==> src/rtl/md_ctrl_pkg.sv <==
// Shared types and constants for the multiply/divide stall controller.
package md_ctrl_pkg;

    typedef enum logic {
        IDLE = 1'b0,
        BUSY = 1'b1
    } md_state_e;

    localparam int MD_CNT_W        = 4;
    localparam int STALL_CNT_W     = 16;
    localparam int MULT_CYCLES_DEF = 5;
    localparam int DIV_CYCLES_DEF  = 10;

endpackage

==> src/rtl/sat_counter.sv <==
// Saturating up-counter with synchronous clear; reusable for performance counters.
module sat_counter #(
    parameter int WIDTH = 16
) (
    input  logic             clk,
    input  logic             reset,
    input  logic             inc,
    input  logic             clear,
    output logic [WIDTH-1:0] count
);

    localparam logic [WIDTH-1:0] ONE = {{(WIDTH-1){1'b0}}, 1'b1};

    always_ff @(posedge clk or negedge reset) begin
        if (!reset) begin
            count <= '0;
        end else if (clear) begin
            count <= '0;
        end else if (inc && (count != '1)) begin
            count <= count + ONE;
        end
    end

endmodule

==> src/rtl/md_stall_ctrl.sv <==
// MD unit busy sequencer plus combined fetch stall / E bubble and MD stall counter.
module md_stall_ctrl
    import md_ctrl_pkg::*;
#(
    parameter int MULT_CYCLES = MULT_CYCLES_DEF,
    parameter int DIV_CYCLES  = DIV_CYCLES_DEF
) (
    input  logic                   clk,
    input  logic                   reset,
    input  logic                   E_md_start,
    input  logic                   E_md_is_div,
    input  logic                   D_md_use,
    input  logic                   other_stall,
    output logic                   IFU_STALL,
    output logic                   E_flush,
    output logic                   md_busy,
    output logic                   md_done,
    output logic                   md_is_div,
    output logic [MD_CNT_W-1:0]    md_cycles_left,
    output logic                   md_overlap,
    output logic [STALL_CNT_W-1:0] md_stall_cnt
);

    localparam int CNT_MAX = (1 << MD_CNT_W) - 1;

    if (MULT_CYCLES < 1 || MULT_CYCLES > CNT_MAX) begin : g_bad_mult
        $fatal(1, "md_stall_ctrl: MULT_CYCLES out of range 1..15");
    end
    if (DIV_CYCLES < 1 || DIV_CYCLES > CNT_MAX) begin : g_bad_div
        $fatal(1, "md_stall_ctrl: DIV_CYCLES out of range 1..15");
    end

    localparam logic [MD_CNT_W-1:0] MULT_LD = MD_CNT_W'(MULT_CYCLES);
    localparam logic [MD_CNT_W-1:0] DIV_LD  = MD_CNT_W'(DIV_CYCLES);
    localparam logic [MD_CNT_W-1:0] CNT_ONE = MD_CNT_W'(1);

    md_state_e             state_q, state_d;
    logic [MD_CNT_W-1:0]   cnt_q, cnt_d;
    logic                  is_div_q, is_div_d;
    logic                  overlap_q;
    logic                  md_stall_src;

    always_ff @(posedge clk or negedge reset) begin
        if (!reset) begin
            state_q   <= IDLE;
            cnt_q     <= '0;
            is_div_q  <= 1'b0;
            overlap_q <= 1'b0;
        end else begin
            state_q   <= state_d;
            cnt_q     <= cnt_d;
            is_div_q  <= is_div_d;
            overlap_q <= overlap_q | ((state_q == BUSY) & E_md_start);
        end
    end

    // Starts arriving while BUSY are dropped here; only the sticky overlap flag records them.
    always_comb begin
        state_d  = state_q;
        cnt_d    = cnt_q;
        is_div_d = is_div_q;
        md_done  = 1'b0;
        case (state_q)
            IDLE: begin
                if (E_md_start) begin
                    state_d  = BUSY;
                    cnt_d    = E_md_is_div ? DIV_LD : MULT_LD;
                    is_div_d = E_md_is_div;
                end
            end
            BUSY: begin
                if (cnt_q == CNT_ONE) begin
                    md_done = 1'b1;
                    state_d = IDLE;
                    cnt_d   = '0;
                end else begin
                    cnt_d = cnt_q - CNT_ONE;
                end
            end
            default: begin
                state_d = IDLE;
                cnt_d   = '0;
            end
        endcase
    end

    // Gated by reset so a start presented during reset cannot freeze fetch.
    assign md_busy        = (state_q == BUSY);
    assign md_stall_src   = reset & D_md_use & (md_busy | E_md_start);
    assign IFU_STALL      = other_stall | md_stall_src;
    assign E_flush        = IFU_STALL;
    assign md_is_div      = is_div_q;
    assign md_cycles_left = cnt_q;
    assign md_overlap     = overlap_q;

    sat_counter #(
        .WIDTH (STALL_CNT_W)
    ) u_stall_cnt (
        .clk   (clk),
        .reset (reset),
        .inc   (md_stall_src),
        .clear (1'b0),
        .count (md_stall_cnt)
    );

endmodule

==> config.mk <==
export PLATFORM = sky130hd
export DESIGN_NAME = md_stall_ctrl
export DESIGN_NICKNAME = d
export VERILOG_FILES = /design/src/rtl/md_ctrl_pkg.sv /design/src/rtl/sat_counter.sv /design/src/rtl/md_stall_ctrl.sv
export SDC_FILE = /design/constraint.sdc
export NUM_CORES = 1
export LEC_CHECK = 0
export CORE_MARGIN = 4
export CORE_UTILIZATION = 42
export CTS_CLUSTER_SIZE = 10
export DETAILED_ROUTE_END_ITERATION = 8
export PLACE_DENSITY = 0.82
export SYNTH_ARGS = -nofsm -noshare
export SYNTH_HDL_FRONTEND = slang
export SYNTH_SLANG_ARGS = --single-unit
==> constraint.sdc <==
create_clock -name clk -period 1.8 [get_ports clk]
set_clock_uncertainty 0.2 [all_clocks]
set_input_delay 0.36 -clock clk [delete_from_list [all_inputs] [get_ports clk]]
set_output_delay 0.36 -clock clk [all_outputs]
set_load 0.005 [all_outputs]
# Word-level counts from Yosys, hierarchy flattened
# Index checks and enable logic that the tools add are counted.
[word_totals]
in_bits = 6
out_inout_bits = 26
reg_bits = 23
wordCells = 28
[classes]
eq_ne = 3
add_sub_neg = 2
bitwise = 7
muxes = 9
reduce_logical = 2
[ops]
columns = ["op", "count"]
rows = [
  ["$add A16 B1 Y16 const B", 1],
  ["$ne A16 B16 Y1 const B", 1],
  ["$mux W4", 3],
  ["$pmux W4 S2", 1],
  ["$eq A4 B1 Y1 const B", 1],
  ["$mux W1", 4],
  ["$sub A4 B1 Y4 const B", 1],
  ["$and A1 B1 Y1", 3],
  ["$or A1 B1 Y1", 3],
  ["$ne A2 B2 Y1 const B", 1],
  ["$pmux W1 S2", 1],
  ["$reduce_and A2 Y1", 1],
  ["$logic_and A1 B1 Y1", 1],
  ["$not A1 Y1", 1],
]

# Logic depth before layout (Yosys ltp)
[logic_depth]
ltp_word = 3
ltp_mapped = 5

# By module
# Synthesis repeated with hierarchy kept, for this count alone.
[hier_totals]
hier_cells = 139
area_unflattened_um2 = 1338.8
[modules_own_cells]
columns = ["mod", "cells_per_inst", "n_inst", "area_per_inst_um2"]
rows = [
  ["sat_counter", 98, 1, 942.2],
  ["md_stall_ctrl", 41, 1, 396.6],
]

# Least setup slack after synthesis
# No wires, ideal clock.
[synth_path]
kind = "register -> register"
start = "register u_stall_cnt.count[0]"
end = "register u_stall_cnt.count[1]"
n_path_buf = 0
setup_slack_ps = -162
t_arrival_ps = 1637
synth_period_minus_slack_ps = 1962
setup_time_ps = 125
stages_incl_launch_ff = 6
path_cell_list = "dfrtp_1 -> ha_1 -> nand4_1 -> nor4_4 -> nor2_1 -> mux2_2"
[synth_via]
elab_chain_cells = 2
elab_cells_between_ends = 3
cone_classes = "1 x add/sub; 1 x eq/ne; 1 x reduce/logical"
[synth_lines]
columns = ["element", "line_no", "text"]
rows = [
  ["start: declaration", "sat_counter.sv:9", "output logic [WIDTH-1:0] count"],
  ["start signal: assignment", "sat_counter.sv:20", "count <= count + ONE;"],
  ["branches (longest 2 deep; another with $add A16 B1 Y16)", "-", ""],
]
# Parallel ways; which one is timed is not known.
# A chain may end at the register's enable or synchronous reset.

# Worst setup path in the final report
[layout_path]
start = "register cnt_q[1], in the netlist md_cycles_left[1]"
end = "output port md_done"
[layout_via]
elab_chain_cells = 3
[layout_lines]
columns = ["element", "line_no", "text"]
rows = [
  ["start: declaration", "md_stall_ctrl.sv:38", "logic [MD_CNT_W-1:0] cnt_q, cnt_d;"],
  ["start signal: assignment", "md_stall_ctrl.sv:51", "cnt_q <= cnt_d;"],
  ["$eq A4 B1 Y1", "md_stall_ctrl.sv:72", "if (cnt_q == CNT_ONE) begin"],
  ["$mux W1", "md_stall_ctrl.sv:72", ""],
  ["$mux W1", "md_stall_ctrl.sv:63", "case (state_q)"],
  ["end: declaration", "md_stall_ctrl.sv:17", "output logic md_done,"],
]
# No other way between the ends.

==> flow_summary.ini <==
[final_layout]
layout-drive-gt1-share = 0.446
utilization = 0.765
ant_cells = 0
multi_input_comb_area_um2 = 738
mostFrequentLayoutCells = 42 x sky130_fd_sc_hd__buf_4, 23 x sky130_fd_sc_hd__dfrtp_1, 19 x sky130_fd_sc_hd__dlygate4sd2_1
fillerInstances = 174
area_delta_synth_final_pct = 75.8
nNetsFinal = 205
layout_commonest_cell = sky130_fd_sc_hd__buf_4
postLayoutCellArea_um2 = 2090
sequential_cell_area_um2 = 576

[clock_tree]
root_buffer = sky130_fd_sc_hd__clkbuf_4
holdBufCountCts = 0
clock_path_buffers = 2
tritoncts_clock_tree = built
number_of_buffers_inserted_during_clock_tree_synthesis = 3
cts.htree.levels = 1
clock_sinks = 23
worstSkewPairLatency_ns = 0.31
cts.clk_slew.worst_paths_ns = 0.13

[run_status]
status = finished, violations left
violations_in_the_final_reports = negative setup slack

[worst_setup_path]
worstReg2RegEnd = u_stall_cnt.count[15]
worst-endpoint-required_ns = 1.24
regToRegSetupSlack_ns = -0.13
crit_start = md_cycles_left[1]
crit-reg2reg-launch = u_stall_cnt.count[3]
timing.critical_path.arrival_ns = 1.38
worst-r2r-cell-count = 4
timing.critical_path.from_type = flop
timing.setup.critical_path_class = flop to output port
crit_end = md_done
category_of_the_worst_setup_path_capture_point = output port
maximum_net_fanout_on_the_critical_path = 2

[timing]
worst_pin_slew_ns = 0.282
layout_setup_ws_ns = -0.143
finalSetupTns_ns = -0.999
fmax_ghz = 0.515
setup-violations-final = 14
portion_of_the_clock_cycle_consumed_by_the_worst_path_in_the_final_layout = 1.08
final-max-slew-violation-count = 0
grt_setup_unrepaired = true
fin_hold_viols = 0
slew_headroom = 0.810
final.min_clock_period_ns = 1.94

[logic_synthesis]
ys_seq_elements = 23
synth_top_flop_cell = sky130_fd_sc_hd__dfrtp_1
synthesis.area_um2 = 1190
post_synth_inst_count = 113
synth_fp_nets = 122
synthesis.area_per_instance_um2 = 10.5
synth-warning-count = 0
distinct_cell_type_count_after_synthesis = 31
post_synth_edffs = 0
synth-seq-area-share = 0.484
synth_async_sr_flop_share = 1.00

[floorplan]
floorplan.die.height_um = 61.2
fp.dieArea_um2 = 3750
initial_utilization = 0.435
core_um2 = 2730
floorplan.rows = 19
ios = 32
die_x_um = 61.2

[drt]
post_drt_wl_per_cell_um = 15.4
drt_pre_antenna_iters = 4
detail_route.vias_per_cell = 5.24
drtAntennaViolNets = 0
total_number_of_vias = 1185
drc_errors = 0
wirelength_mm = 3.48
initialDrtViolationCount = 24

[global_route]
grt_antenna_before_repair = 0
globalRouteOverflowTotal = 0
via_count_of_the_first_global_routing_pass = 1259
grt_pass1_wl_mm = 5.27
grt_usage = 0.188
maximum_number_of_pins_on_one_net_before_global_route_repair = 24

[hold_path]
hold_class = primary input to asynchronous set/reset pin

[power_and_ir_drop]
p_leak_nw = 1.05
power_mw = 2.29
power_density_nw_per_um2 = 1100
worst_ir_drop_vdd_uv = 937

[place]
gp_routability_congestion = 0.872
hpwlAfterDp_mm = 2.16
port-buffer-count = 31
placed_cell_area_um2 = 1770

[flow_run]
max_cap_violations = 0
[area by class of cell]
type / count / share of cell area
Sequential cell: 23 / 0.275
Inverter: 4 / 0.00718
Timing Repair Buffer: 81 / 0.334
Clock buffer: 4 / 0.0126
Multi-Input combinational cell: 83 / 0.353
Tap cell: 31 / 0.0185
[through the flow]
step | hold slack, ns | cells | setup slack [ns]
after detailed placement | 0.255 | 204 | -0.536
after global routing | 0.0305 | 226 | -0.220
after global placement | 0.247 | 204 | -0.514
after CTS | 0.0272 | 222 | -0.135
after floorplan | -0.136 | 113 | -0.0493
final | 0.0234 | 226 | -0.143
[per-layer routing]
layer,part of all wire,track usage,vias up
li1,-,-,565
met1,0.42,0.227,592
met2,0.52,0.334,23
met3,0.042,0.0273,5
met4,0.0092,0.0743,0
met5,0,0,-
[worst min path at each step]
stage / endpoint / slack, ns / depth (start not counted)
6_report: md_busy / 0.02 / 2
5_1_grt: md_busy / 0.03 / 2
4_1_cts: md_busy / 0.03 / 2
3_5_place_dp: md_overlap / 0.26 / 1
3_3_place_gp: md_overlap / 0.25 / 1
2_1_floorplan: md_busy / -0.14 / 0
[worst max-delay path: stages, from the launching register on]
cell                      delay (ns)
sky130_fd_sc_hd__dfrtp_1        0.41
sky130_fd_sc_hd__inv_2          0.08
sky130_fd_sc_hd__ha_4           0.12
sky130_fd_sc_hd__nor3b_4        0.20
sky130_fd_sc_hd__and2_4         0.18
sky130_fd_sc_hd__buf_6          0.09
[cell usage after synthesis, types with 3 or more instances]
cell                        n  area share
sky130_fd_sc_hd__a211oi_1   4       0.025
sky130_fd_sc_hd__a21oi_1    4       0.017
sky130_fd_sc_hd__dfrtp_1   23        0.48
sky130_fd_sc_hd__ha_1       3       0.032
sky130_fd_sc_hd__inv_1      4       0.013
sky130_fd_sc_hd__mux2_2     4       0.038
sky130_fd_sc_hd__nand2_1    6       0.019
sky130_fd_sc_hd__nand3_1    6       0.025
sky130_fd_sc_hd__nand4_1    5       0.026
sky130_fd_sc_hd__nor2_1    10       0.032
sky130_fd_sc_hd__nor2b_1    3       0.016
sky130_fd_sc_hd__nor3_1     4       0.017
sky130_fd_sc_hd__o21ai_0    3       0.013
sky130_fd_sc_hd__xnor2_1    5       0.037
sky130_fd_sc_hd__xor2_1     8       0.059
[report_power, final]
group          total [mW]  internal, mW  switching [mW]
Combinational        1.26         0.749           0.513
Clock               0.243        0.0864           0.156
Sequential          0.787         0.658           0.129
Total                2.29          1.49           0.798
[kinds of logic (layout without fill, tap and decap cells)]
| logic type | count (synthesis) | count (layout) | share of synthesized area |
|---|---|---|---|
| adders and majority gates | 3 | 3 | 0.0315 |
| AOI/OAI and AO/OA | 15 | 15 | 0.0936 |
| and+or+nand+nor | 48 | 48 | 0.232 |
| xor gates and xnor gates | 13 | 13 | 0.0957 |
| muxes | 4 | 4 | 0.0379 |
| buffers and inverters | 7 | 89 | 0.0252 |
| DFF | 23 | 23 | 0.484 |
[timing repair]
item / CTS / global route
setup endpoints to repair: 32 / 25
pin swaps: 9 / 13
endpoints found under the hold margin: 0 / 0
gates resized for setup: 54 / 26
buffers inserted: 14 / 4
[registers in the layout, summed over array words and instances, names as in the netlist]
signal             cells
md_overlap             1
md_cycles_left         4
u_stall_cnt.count     16
md_is_div              1
md_busy                1
Note: power is estimated with default switching activity, not from simulation.
